==> config.mk <==
export PLATFORM = sky130hd
export DESIGN_NAME = counter_updown_param
export DESIGN_NICKNAME = d
export VERILOG_FILES = /design/src/rtl/counter_updown_param.sv
export SDC_FILE = /design/constraint.sdc
export NUM_CORES = 1
export LEC_CHECK = 0
export ABC_AREA = 1
export CORE_UTILIZATION = 47
export DETAILED_ROUTE_END_ITERATION = 12
export GPL_TIMING_DRIVEN = 0
export PLACE_DENSITY = 0.83
export SLEW_MARGIN = 25
export SYNTH_ARGS = -nofsm -noshare
export SYNTH_HDL_FRONTEND = slang
export SYNTH_SLANG_ARGS = --single-unit
==> constraint.sdc <==
create_clock -name clk_i -period 1.6 [get_ports clk_i]
set_clock_uncertainty 0.05 [all_clocks]
set_input_delay 0.16 -clock clk_i [delete_from_list [all_inputs] [get_ports clk_i]]
set_output_delay 0.16 -clock clk_i [all_outputs]
set_load 0.02 [all_outputs]
==> src/rtl/counter_updown_param.sv <==
// Parametrised up/down counter with modulo terminal value, clamped parallel load and
// registered carry/borrow pulses. Define COUNTER_UPDOWN_SATURATE_EN to saturate at the bounds.
module counter_updown_param #(
   parameter int unsigned       WIDTH   = 8,
   parameter logic [WIDTH-1:0]  MAX_VAL = {WIDTH{1'b1}}
) (
   input  logic             clk_i,
   input  logic             reset_i,
   input  logic             load_i,
   input  logic [WIDTH-1:0] load_val_i,
   input  logic             count_en_i,
   input  logic             up_down_i,
   output logic [WIDTH-1:0] count_o,
   output logic             carry_o,
   output logic             borrow_o,
   output logic             at_max_o,
   output logic             at_zero_o
);

   localparam logic [WIDTH-1:0] One  = WIDTH'(1);
   localparam logic [WIDTH-1:0] Zero = '0;

   logic [WIDTH-1:0] count_q, count_d;
   logic             carry_q, carry_d;
   logic             borrow_q, borrow_d;

   always_comb begin
      count_d  = count_q;
      carry_d  = 1'b0;
      borrow_d = 1'b0;
      if (load_i) begin
         count_d = (load_val_i > MAX_VAL) ? MAX_VAL : load_val_i;
      end else if (count_en_i) begin
         if (up_down_i) begin
            // >= rather than == keeps the counter in range even from an unexpected state
            if (count_q >= MAX_VAL) begin
`ifdef COUNTER_UPDOWN_SATURATE_EN
               count_d = MAX_VAL;
`else
               count_d = Zero;
`endif
               carry_d = 1'b1;
            end else begin
               count_d = count_q + One;
            end
         end else begin
            if (count_q == Zero) begin
`ifdef COUNTER_UPDOWN_SATURATE_EN
               count_d = Zero;
`else
               count_d = MAX_VAL;
`endif
               borrow_d = 1'b1;
            end else begin
               count_d = count_q - One;
            end
         end
      end
   end

   always_ff @(posedge clk_i) begin
      if (reset_i) begin
         count_q  <= '0;
         carry_q  <= 1'b0;
         borrow_q <= 1'b0;
      end else begin
         count_q  <= count_d;
         carry_q  <= carry_d;
         borrow_q <= borrow_d;
      end
   end

   assign count_o   = count_q;
   assign carry_o   = carry_q;
   assign borrow_o  = borrow_q;
   assign at_max_o  = (count_q == MAX_VAL);
   assign at_zero_o = (count_q == Zero);

endmodule
==> metrics.yaml <==
status: "finished, violations left"
violations: "setup timing"
mostFrequentLayoutCell: "nand2_1"
synth_top_family_by_area: "simple AND/OR/NAND/NOR gates"
place_area_um2: 1181
cts_max_level: 1
cts_tree: "yes"
worstPathRequired_ns: 1.39
grt_pass1_vias: 987
clk_transition_reported_paths_ns: 0.07
ys_seq_area_frac: 0.2159
die_y_um: 46.42
rsz0062_at_grt: "yes"
synth_compound_area_frac: 0.1215
port_buffers: 22
finalNetCount: 197
synth_xor_area_frac: 0.03779
slew-limit-headroom: 0.6984
start_kind: "register"
synth_area_per_cell_um2: 6.181
grt_util_all_layers: 0.2640
crit_chain: "ha_4 -> nand2_2 -> nor2_2 -> nand3_2 -> nor2_4 -> buf_6"
core_um2: 1783
first_pass_iters: 6
syn_nets: 166
power.density_nw_per_um2: 674.6
dieArea_um2: 2154
crit_path_max_incr_delay_ns: 0.38
period_share: 1.007
drt_iter0_markers: 52
clk-insertion-delay-late_ns: 0.27
cts.sinks: 10
p_leak_nw: 0.6030
grt_max_degree: 11
cts_buffers: 3
grt_pass1_wl_um: 4146
antenna_left: 0
final.setup.tns_ns: -0.01158
hp-class: "input port to register"
drcViolationCount: 0
hpwl_um: 1894
arrival_ns: 1.40
via_per_inst: 5.446
synthCells: 150
max_slew.worst_pin.slew_ns: 0.4507
netlist_area_um2: 927.1
antenna_found_initial: 0
synth_cell_types: 26
synth_simple_gate_area_frac: 0.4413
max-vdd-ir-drop_mv: 0.4488
synth-adder-area-share: 0.04049
max_freq_mhz: 620.5
n_fill_cell: 153
grt-ovfl-total: 0
yosys_warnings: 0
crit_buf_inv: 1
stdcell_area_um2: 1261
area_delta_synth_final_pct: 36.03
via_count: 1111
io-pin-count: 25
std_cell_rows: 15
final_cell_mix: "nand2_1 (36), inv_1 (20), clkdlybuf4s50_1 (19)"
ys_ff_latch: 10
synth_largest_area_cell: "dfxtp_1"
drv_cap: 0
synth.area.top_cells: "dfxtp_1 (22%), nand2_1 (15%), nand3_1 (9.7%)"
drive_gt1_frac: 0.1899
synth_mux_area_frac: 0
initial_core_util: 0.5200
gp_congestion: 0.9378
critPathSlowestCell: "dfxtp_4"
path_class: "register to primary output"
cpLargestDelayFamily: "simple AND/OR/NAND/NOR gates"
slew_viol_final: 0
wl_per_cell_um: 12.64
end_kind: "primary output"
antenna_cells: 0
setup_viol: 1
ctsHoldBuffers: 0
min_period_ns: 1.612
hold_viol: 0
cts_root_buffer: "clkbuf_4"
cts_max_path_buffers: 2
synth_top_cell_area_share: 0.2159
timing.final.ws_setup_ns: -0.01158
crit_fanout: 5
drt-total-wl_um: 2579
die_w_um: 46.42
-- power breakdown --
group,internal [W],switching (W),leakage (nW)
sequential,0.000269,0.0000292,0.0841
combinational,0.000158,0.000210,0.505
clock,0.0000872,0.0000980,0.0138
total,0.000514,0.000337,0.603
-- cell usage after synthesis --
| cell | instances |
|---|---|
| a22oi_1 | 2 |
| nand2_1 | 37 |
| buf_6 | 2 |
| nand4_1 | 3 |
| a21oi_2 | 1 |
| nand3b_1 | 1 |
| inv_2 | 1 |
| xor2_1 | 4 |
| nand3_2 | 1 |
| a21oi_1 | 10 |
| buf_4 | 3 |
| inv_1 | 21 |
| nor3_4 | 1 |
| nand2_2 | 4 |
| nor2_1 | 14 |
| o21bai_1 | 1 |
| buf_2 | 1 |
| o21ai_0 | 5 |
| dfxtp_1 | 10 |
| nor2_2 | 2 |
| a31oi_1 | 1 |
| nor2_4 | 2 |
| ha_1 | 3 |
| nor3_1 | 1 |
| nand3_1 | 18 |
| nor3_2 | 1 |
-- state kept, by name, summed over array words and instances (netlist names) --
register / cells
count_o: 8
borrow_o: 1
carry_o: 1
-- what timing repair did --
action                     CTS  global route
gates resized for setup     14             6
buffers inserted             1             3
pin swaps                    2             5
setup endpoints to repair    3             3
-- layer usage --
layer  up-vias  track usage  part of all wire
met5         -            0                 0
met4         0       0.1176             0.022
met3        10      0.03529              0.12
met2        74       0.4139              0.46
met1       488       0.3545              0.40
li1        539            -                 -
-- path summary, 6_finish.rpt --
path | startpoint | slack (ns) | to | cells past startpoint
max reg2reg | count_o[7] | 0.07 | count_o[6] | 8
min reg2reg | count_o[0] | 0.48 | count_o[0] | 2
max | count_o[1] | -0.01 | at_max_o | 6
min | reset_i | 0.08 | count_o[6] | 2
-- cell families (layout without fill, tap and decap cells) --
kind of cell / count (synthesis) / after routing
flops: 10 / 10
xor+xnor: 4 / 4
fa+ha+maj: 3 / 3
simple gates: 85 / 85
buf+inv: 28 / 57
compound gates: 20 / 20
-- metrics by stage --
| stage | power [W] | hold WS (ns) | std cells | setup WS (ns) | utilization |
|---|---|---|---|---|---|
| 2_1_floorplan | 0.0005396 | 0.2610 | 150 | 0.04721 | - |
| 3_3_place_gp | 0.0006464 | 0.3582 | 197 | -0.2170 | 0.6625 |
| 3_5_place_dp | 0.0006560 | 0.3604 | 197 | -0.2180 | 0.6625 |
| 4_1_cts | 0.0008339 | 0.08734 | 201 | 0.004921 | 0.6856 |
| 5_1_grt | 0.0008947 | 0.09280 | 204 | -0.05788 | 0.7074 |
| 6_report | 0.0008508 | 0.07991 | 204 | -0.01158 | 0.7074 |
-- layout make-up --
class / instances / area [um2] / share of cell area
inverter: 22 / 82.58 / 0.06548
buffer: 6 / 50.05 / 0.03968
multi-input combinational: 112 / 614.3 / 0.4871
clock buffer: 3 / 22.52 / 0.01786
tap: 25 / 31.28 / 0.02480
sequential: 10 / 209.0 / 0.1657
timing repair buffer: 26 / 251.5 / 0.1994
Note: power is estimated with default switching activity, not from simulation.
